[config.mk]
export PLATFORM = sky130hd
export DESIGN_NAME = fetch_unit
export DESIGN_NICKNAME = d
export VERILOG_FILES = /design/src/rtl/riscv_pkg.sv /design/src/rtl/fetch_fifo.sv /design/src/rtl/fetch_unit.sv
export SDC_FILE = /design/constraint.sdc
export NUM_CORES = 1
export LEC_CHECK = 0
export ABC_AREA = 1
export BUFFER_PORTS_ARGS = -buffer_cell sky130_fd_sc_hd__buf_2
export CELL_PAD_IN_SITES_DETAIL_PLACEMENT = 1
export CELL_PAD_IN_SITES_GLOBAL_PLACEMENT = 2
export CORE_MARGIN = 1
export CORE_UTILIZATION = 31
export DETAILED_ROUTE_END_ITERATION = 8
export PLACE_DENSITY_LB_ADDON = 0.1
export SYNTH_ARGS = -nofsm -noshare
export SYNTH_HDL_FRONTEND = slang
export SYNTH_SLANG_ARGS = --single-unit
[constraint.sdc]
create_clock -name clk -period 7.83 [get_ports clk]
set_input_delay 1.566 -clock clk [delete_from_list [all_inputs] [get_ports clk]]
set_output_delay 1.566 -clock clk [all_outputs]
set_load 0.01 [all_outputs]
[src/rtl/riscv_pkg.sv]
// Shared RISC-V datapath definitions.
// Holds the fetch-stage constants and the payload carried from fetch to decode.
package riscv_pkg;

  localparam int unsigned XLEN = 32;
  localparam logic [XLEN-1:0] NOP_INSTR = 32'h0000_0013;  // addi x0, x0, 0
  localparam logic [XLEN-1:0] PC_STEP   = 32'd4;

  // One fetched instruction together with the address it came from.
  typedef struct packed {
    logic [XLEN-1:0] pc;
    logic [XLEN-1:0] instr;
  } inst_entry_t;

endpackage

[src/rtl/fetch_fifo.sv]
// Prefetch FIFO between instruction memory and decode.
// Ports:
//   clk, rst        - clock, synchronous active-high reset
//   clr             - empties the FIFO (pointers and count to zero)
//   push, push_entry - write push_entry at the tail
//   pop             - advance the head
//   count           - number of valid entries (0..DEPTH)
//   head            - entry at the head pointer (meaningful when count != 0)
module fetch_fifo
  import riscv_pkg::*;
#(
  parameter int unsigned DEPTH = 2
) (
  input  logic                           clk,
  input  logic                           rst,
  input  logic                           clr,
  input  logic                           push,
  input  inst_entry_t                    push_entry,
  input  logic                           pop,
  output logic [$clog2(DEPTH):0]         count,
  output inst_entry_t                    head
);

  localparam int unsigned PW = $clog2(DEPTH);
  localparam int unsigned CW = PW + 1;

  inst_entry_t     mem [DEPTH];
  logic [PW-1:0]   head_ptr;
  logic [PW-1:0]   tail_ptr;
  logic [CW-1:0]   count_q;

  // Pointer and occupancy bookkeeping; DEPTH is a power of two so pointers wrap naturally.
  always_ff @(posedge clk) begin
    if (rst || clr) begin
      head_ptr <= '0;
      tail_ptr <= '0;
      count_q  <= '0;
    end else begin
      if (push) tail_ptr <= tail_ptr + PW'(1);
      if (pop)  head_ptr <= head_ptr + PW'(1);
      count_q <= count_q + CW'(push) - CW'(pop);
    end
  end

  // Storage needs no reset: only slots covered by count are ever presented.
  always_ff @(posedge clk) begin
    if (!rst && !clr && push) mem[tail_ptr] <= push_entry;
  end

  assign count = count_q;
  assign head  = mem[head_ptr];

endmodule

[src/rtl/fetch_unit.sv]
// Instruction-fetch stage: owns the PC, fetches from combinational imem,
// buffers {pc, instr} in a prefetch FIFO and hands them to decode.
// Ports:
//   clk, rst         - clock, synchronous active-high reset
//   imem_addr/rd     - instruction memory address (fetch_pc) and returned word
//   redirect_valid/pc - taken branch/jump from execute (highest priority)
//   id_valid/ready   - handshake with decode
//   id_instr/pc/pc_plus4 - head entry; NOP/0/0 when id_valid is low
//   misalign         - last redirect target had nonzero low bits
module fetch_unit
  import riscv_pkg::*;
#(
  parameter logic [31:0] RESET_PC = 32'h0000_0000,
  parameter int unsigned DEPTH    = 2
) (
  input  logic        clk,
  input  logic        rst,
  output logic [31:0] imem_addr,
  input  logic [31:0] imem_rd,
  input  logic        redirect_valid,
  input  logic [31:0] redirect_pc,
  output logic        id_valid,
  input  logic        id_ready,
  output logic [31:0] id_instr,
  output logic [31:0] id_pc,
  output logic [31:0] id_pc_plus4,
  output logic        misalign
);

  localparam int unsigned CW = $clog2(DEPTH) + 1;

  logic [XLEN-1:0] fetch_pc;
  logic            misalign_q;
  logic [CW-1:0]   count;
  inst_entry_t     head;
  inst_entry_t     push_entry;
  logic            push;
  logic            pop;

  // Push uses the pre-pop count, so a full FIFO never pushes even while draining.
  assign push       = !redirect_valid && (count < CW'(DEPTH));
  assign pop        = id_valid && id_ready;
  assign push_entry = '{pc: fetch_pc, instr: imem_rd};

  // PC and misalign state; redirect beats sequential advance.
  always_ff @(posedge clk) begin
    if (rst) begin
      fetch_pc   <= RESET_PC;
      misalign_q <= 1'b0;
    end else if (redirect_valid) begin
      fetch_pc   <= {redirect_pc[31:2], 2'b00};
      misalign_q <= |redirect_pc[1:0];
    end else if (push) begin
      fetch_pc   <= fetch_pc + PC_STEP;
    end
  end

  fetch_fifo #(.DEPTH(DEPTH)) u_fifo (
    .clk        (clk),
    .rst        (rst),
    .clr        (redirect_valid),
    .push       (push),
    .push_entry (push_entry),
    .pop        (pop),
    .count      (count),
    .head       (head)
  );

  // Decode-facing outputs come only from registered state.
  assign id_valid    = (count != '0);
  assign id_instr    = id_valid ? head.instr : NOP_INSTR;
  assign id_pc       = id_valid ? head.pc : '0;
  assign id_pc_plus4 = id_valid ? (head.pc + PC_STEP) : '0;
  assign imem_addr   = fetch_pc;
  assign misalign    = misalign_q;

endmodule

==> flow_summary.toml, run 1 <==
[synthesis]
synth_cells = 1025
synthTopCellsByArea = "edfxtp_1 (45%), nand2_1 (17%), dfxtp_1 (8.8%), nor2_1 (6.3%), a21oi_1 (4.1%)"
yosysSeqAreaShare = 0.542
syn_area_per_cell_um2 = 8.00
synth_top_area_frac = 0.454
netlist-cell-type-count = 32
syn_area_mm2 = 0.00820
ys_seq_elements = 160
synth_top_area_cell = "edfxtp_1"
yosys_warnings = 0

[layout]
finalNonFillerCells = 1555
num_antenna_cells = 0
drive_gt1_frac = 0.222
fillers = 3220
utilization = 0.387
area_delta_synth_final_pct = 22.5
fin_nets = 1279

[sta]
setup_viol = 0
tns_ps = 0
finalClockSkew_ps = 11.8
relSlewSlack = 0.448
rsz0062_at_grt = "no"
worst_slew_pin_slew_ps = 826
min_period_ps = 4850
finalCritPeriodShare = 0.620
finalHoldViolCount = 0
drv_slew = 0
max_freq_mhz = 206

[setup_path]
r2r-start = "u_fifo.count[1]$_SDFF_PP0_"
worst-path-stages = 14
worst-path-buf-inv = 4
worst_r2r_endpoint = "u_fifo.count[1]$_SDFF_PP0_"
reg2reg_depth = 10
crit_path_start_kind = "register"
cp.required_ps = 6260
crit_arrival_ps = 3290
cp_slowest_stage_delay_ps = 490
critPathMostFrequentCell = "nand2_1"
endpoint = "id_pc_plus4[30]"
worst-path-max-fanout = 37
cp_top_family = "buffers and inverters"
crit_chain = "inv_2 > buf_4 > nand2_1 > nand2_2 > ha_1 > nand2_1 > nor2_2 > inv_1 > nor2_1 > nand2_1 > nand2_1 > nand2_1 > nor2_1 > buf_2"
worstSetupPathType = "register to primary output"
rrSetupSlack_ps = 4420
cp_slowest_cell = "inv_2"
end_kind = "primary output"

[grt]
grt_pass1_wl_um = 39600
grt_max_degree = 66
grtUsageTotal = 0.196
grt_overflow = 0
antenna_found_initial = 0
grt_pass1_vias = 7139

[die]
die_width_um = 165
num_rows = 59
die_h_um = 165
initial_core_util = 0.316
core_area_mm2 = 0.0260
pin_count = 198
fp.dieArea_mm2 = 0.0271

[power]
power.internal_mw = 1.49
p_clk_frac = 0.403
power_frac_seq = 0.474
power_frac_comb = 0.124
p_sw_frac = 0.280
p_leak_nw = 4.34
switchingPower_uw = 579
ir_worst_vdd_mv = 0.123
power.density_mw_per_mm2 = 206

[placed_design]
gp_congestion = 0.788
dp_hpwl_um = 18900
portBuffers = 191
placed_cells = 1523

[clock_network]
postCtsResizedCells = 0
clk_pin_slew_ps = 70
clk_latency_ps = 430
cts_tree = "built"
cts-root-buf = "clkbuf_16"
cts_hold_buf = 0
postCtsSetupBuffers = 0
clockBufferDepth = 2
cts_buffers = 17
cts_max_level = 4
cts_num_sinks = 160

[route]
dr.pass1.iters = 4
num_vias = 7184
wl_met1_um = 12300
drc = 0
drtAntennaViolNets = 0
wl_met3_um = 1020
dr_wl_met2_um = 12100
routed_wl_um = 25600
first_iter_violations = 273
avgViaCountPerCell = 4.62
highest_layer = "met4"
post_drt_wl_per_cell_um = 16.5

[outcome]
status = "finished, final reports clean"

[run]
drv_cap = 0

[hold_path]
hold_path.class = "register to register"
registers in the layout (all words and copies together), names as in the netlist, named ones only:
| register | cells |
|---|---|
| misalign | 1 |
| u_fifo.count | 2 |
| imem_addr | 30 |
| u_fifo.mem | 124 |
| u_fifo.tail_ptr | 1 |
| u_fifo.head_ptr | 1 |
routing by layer:
| metal | track usage | vias up |
|---|---|---|
| li1 | - | 3665 |
| met1 | 0.270 | 3353 |
| met2 | 0.322 | 149 |
| met3 | 0.0306 | 17 |
| met4 | 0.0421 | 0 |
| met5 | 0 | - |
logic make-up (layout without fill, tap and decap cells):
group                    Yosys count  count (layout)  synth area share
AND/OR/NAND/NOR                  607             607             0.299
adder cells (fa/ha/maj)            4               4           0.00610
buffers and inverters            129             319            0.0674
flip-flops                       160             160             0.542
XOR/XNOR                          10              10            0.0107
AO/OA/AOI/OAI                    114             114            0.0742
other                              1               6          0.000457
area by class of cell:
cell class,count,area [um2],area share
flip-flops and latches,160,4450,0.442
clock inverters,14,165,0.0164
well taps,335,419,0.0417
multi-input cells,741,3240,0.323
inverters,88,330,0.0329
repair buffers,199,1020,0.101
clock buffers,18,429,0.0427
stage by stage:
step	worst slack (ps)	instance area, um2	hold slack [ps]	power [mW]
2_1_floorplan	905	8220	439	1.14
3_3_place_gp	3410	9450	451	1.26
3_5_place_dp	3320	9450	467	1.26
4_1_cts	2860	10000	477	2.10
5_1_grt	2570	10000	508	2.17
6_report	2980	10000	471	2.07
cell usage after synthesis, drive strengths merged:
library cell and n:
clkbuf 20, o21bai 1, o211ai 1, nand4 2, xor2 8, dfxtp 36
a21oi 67, nand3b 1, nor3 6, ha 4, a221oi 1, conb 1
a22o 4, a32o 1, a31oi 7, buf 21, edfxtp 124, xnor2 2
or2 4, nand2 393, nor2 153, nor4 1, nand3 47, o21ai 32
inv 88
layout by cell type (no fill, tap or decap), types with 8 or more instances in the layout:
cell type,instances
nand2_1,377
buf_2,191
nor2_1,136
edfxtp_1,124
inv_1,86
a21oi_1,67
nand3_1,47
dfxtp_1,35
o21ai_0,32
clkbuf_16,17
nand2_2,16
nor2_2,13
xor2_1,8
buf_4,8
power groups by stage:
stage / logic (mW) / registers, mW / clock network (mW)
2_1_floorplan: 0.150 / 0.993 / 0
3_3_place_gp: 0.259 / 0.999 / 0
3_5_place_dp: 0.261 / 1.00 / 0
4_1_cts: 0.262 / 0.982 / 0.855
5_1_grt: 0.291 / 0.986 / 0.888
6_report: 0.256 / 0.981 / 0.834
tightest hold or removal path, cell delays in order, from the launching register on:
cell     delay, ps
dfxtp_1        320
nand2_1         60
a21oi_1         50
worst min-delay path by stage:
stage / from / endpoint / depth (start not counted)
detailed placement: u_fifo.tail_ptr$_SDFFE_PP0P_ / u_fifo.tail_ptr$_SDFFE_PP0P_ / 2
floorplan: u_fifo.tail_ptr$_SDFFE_PP0P_ / u_fifo.tail_ptr$_SDFFE_PP0P_ / 2
CTS: u_fifo.tail_ptr$_SDFFE_PP0P_ / u_fifo.tail_ptr$_SDFFE_PP0P_ / 2
global route: u_fifo.head_ptr$_SDFFE_PP0P_ / register / 2
finish: u_fifo.tail_ptr$_SDFFE_PP0P_ / u_fifo.tail_ptr$_SDFFE_PP0P_ / 2
global placement: u_fifo.tail_ptr$_SDFFE_PP0P_ / u_fifo.tail_ptr$_SDFFE_PP0P_ / 2
Power figures use the tool's default switching activity.
==> inputs of run 2 (changes only) <==
--- a/config.mk
+++ b/config.mk
@@ -10,7 +10,7 @@
 export CELL_PAD_IN_SITES_DETAIL_PLACEMENT = 1
 export CELL_PAD_IN_SITES_GLOBAL_PLACEMENT = 2
 export CORE_MARGIN = 1
-export CORE_UTILIZATION = 31
+export CORE_UTILIZATION = 28
 export DETAILED_ROUTE_END_ITERATION = 8
 export PLACE_DENSITY_LB_ADDON = 0.1
 export SYNTH_ARGS = -nofsm -noshare
==> constraint.sdc (replaced) <==
create_clock -name clk -period 4.3 [get_ports clk]
set_input_delay 0.86 -clock clk [delete_from_list [all_inputs] [get_ports clk]]
set_output_delay 0.86 -clock clk [all_outputs]
set_load 0.01 [all_outputs]
==> run 2 against run 1 <==
Sequential cell count did not move. First-iteration DRC count fell by 0.37%. Power rose by 81%. Count of clock-buffer cells in the layout fell by 1. Highest routed layer unchanged.
==> flow_summary.toml, run 2 (same netlist as run 1, synthesis figures left out) <==
[route]
first_iter_violations = 272
num_vias = 7251
drtAntennaViolNets = 0
avgViaCountPerCell = 4.51
post_drt_wl_per_cell_um = 16.5
routed_wl_um = 26500
dr.pass1.iters = 4
drc = 0

[sta]
drv_slew = 0
setup_viol = 0
relSlewSlack = 0.499
rsz0062_at_grt = "no"
worst_slew_pin_slew_ps = 751
min_period_ps = 3730
worst_slack_ps = 568
finalClockSkew_ps = 15.3
tns_ps = 0
max_freq_mhz = 268
holdWs_ps = 477
finalHoldViolCount = 0
finalCritPeriodShare = 0.868

[placed_design]
dp_hpwl_um = 19800
portBuffers = 191
gp_congestion = 0.758
dpl_cell_area_mm2 = 0.00955
placed_cells = 1574
place_ws_ps = 999

[layout]
area_delta_synth_final_pct = 23.6
num_antenna_cells = 0
finalNonFillerCells = 1606
final_common_cell = "nand2_1"
fin_nets = 1281
top_register = "u_fifo.mem"
drive_gt1_frac = 0.223
final_area_mm2 = 0.0101
largest_reg_flops = 124
final_cell_mix = "nand2_1 (377), buf_2 (191), nor2_1 (136), edfxtp_1 (124), inv_1 (86)"

[setup_path]
worst-path-max-fanout = 29
worstSetupPathType = "register to primary output"
crit_path_start_kind = "register"
cp.required_ps = 3440
end_kind = "primary output"
crit_arrival_ps = 2870

[die]
fp.dieArea_mm2 = 0.0300
die_width_um = 173
die_h_um = 173
num_rows = 62
pin_count = 198
core_area_mm2 = 0.0288
initial_core_util = 0.285

[grt]
grtUsageTotal = 0.183
grt_pass1_vias = 7542
antenna_found_initial = 0
grt_overflow = 0
grt_max_degree = 52
grt_pass1_wl_um = 42300

[clock_network]
cts-root-buf = "clkbuf_16"
cts_hold_buf = 0
cts_tree = "built"
clockBufferDepth = 2
cts_max_level = 4
cts_buffers = 17
postCtsSetupBuffers = 0
postCtsResizedCells = 0
cts_num_sinks = 160
clk_pin_slew_ps = 70
clk_latency_ps = 430

[power]
p_leak_nw = 4.35
ir_worst_vdd_mv = 0.247
power.density_mw_per_mm2 = 370

[run]
drv_cap = 0

[hold_path]
hold_path.class = "register to register"

[outcome]
status = "finished, final reports clean"
run 2: changes by cell type in the layout (fill, tap and decap cells not counted), sizes merged:
cell / previous run / this run
clkbuf: 18 / 17
bufinv: 1 / 0
inv: 97 / 96
buf: 199 / 201
clkinv: 3 / 6
run 2: worst paths after layout:
check	start	end	slack [ps]	depth (start not counted)
max	register	id_pc_plus4[30]	570	13
max reg2reg	u_fifo.count[1]$_SDFF_PP0_	imem_addr[31]$_SDFFE_PP0P_	2010	6
min	u_fifo.tail_ptr$_SDFFE_PP0P_	u_fifo.tail_ptr$_SDFFE_PP0P_	480	2
min reg2reg	u_fifo.tail_ptr$_SDFFE_PP0P_	u_fifo.tail_ptr$_SDFFE_PP0P_	480	2
run 2: critical path: stages (launching register included):
cell,delay [ps]
dfxtp_2,330
inv_2,400
nand2_1,130
nand2_2,170
ha_1,290
nand2_1,110
nor2_2,200
inv_1,120
nor2_1,270
nand2_1,90
nand2_1,60
nand2_1,40
nor2_1,70
buf_2,140
run 2: power breakdown:
part / internal (mW) / switching (mW)
registers: 1.73 / 0.0561
clock network: 0.780 / 0.706
logic: 0.157 / 0.319
total: 2.67 / 1.08
run 2: cell type report:
cell class                      count  area [um2]
Fill cell                        3523       18600
Clock inverter                     15         165
Clock buffer                       17         425
Inverter                           88         330
Sequential cell                   160        4450
Multi-Input combinational cell    741        3250
Timing Repair Buffer              201        1040
Tap cell                          384         480
run 2: routing by layer:
layer / track usage / wire length [um]
met4: 0.0420 / 241
met2: 0.300 / 12500
met5: 0 / 0
met1: 0.253 / 13000
met3: 0.0295 / 807
run 2: stage by stage:
step	power (mW)	utilization
finish	3.75	0.352
CTS	3.80	0.352
detailed placement	2.31	0.332
global placement	2.30	0.332
global route	3.92	0.352
floorplan	2.08	-
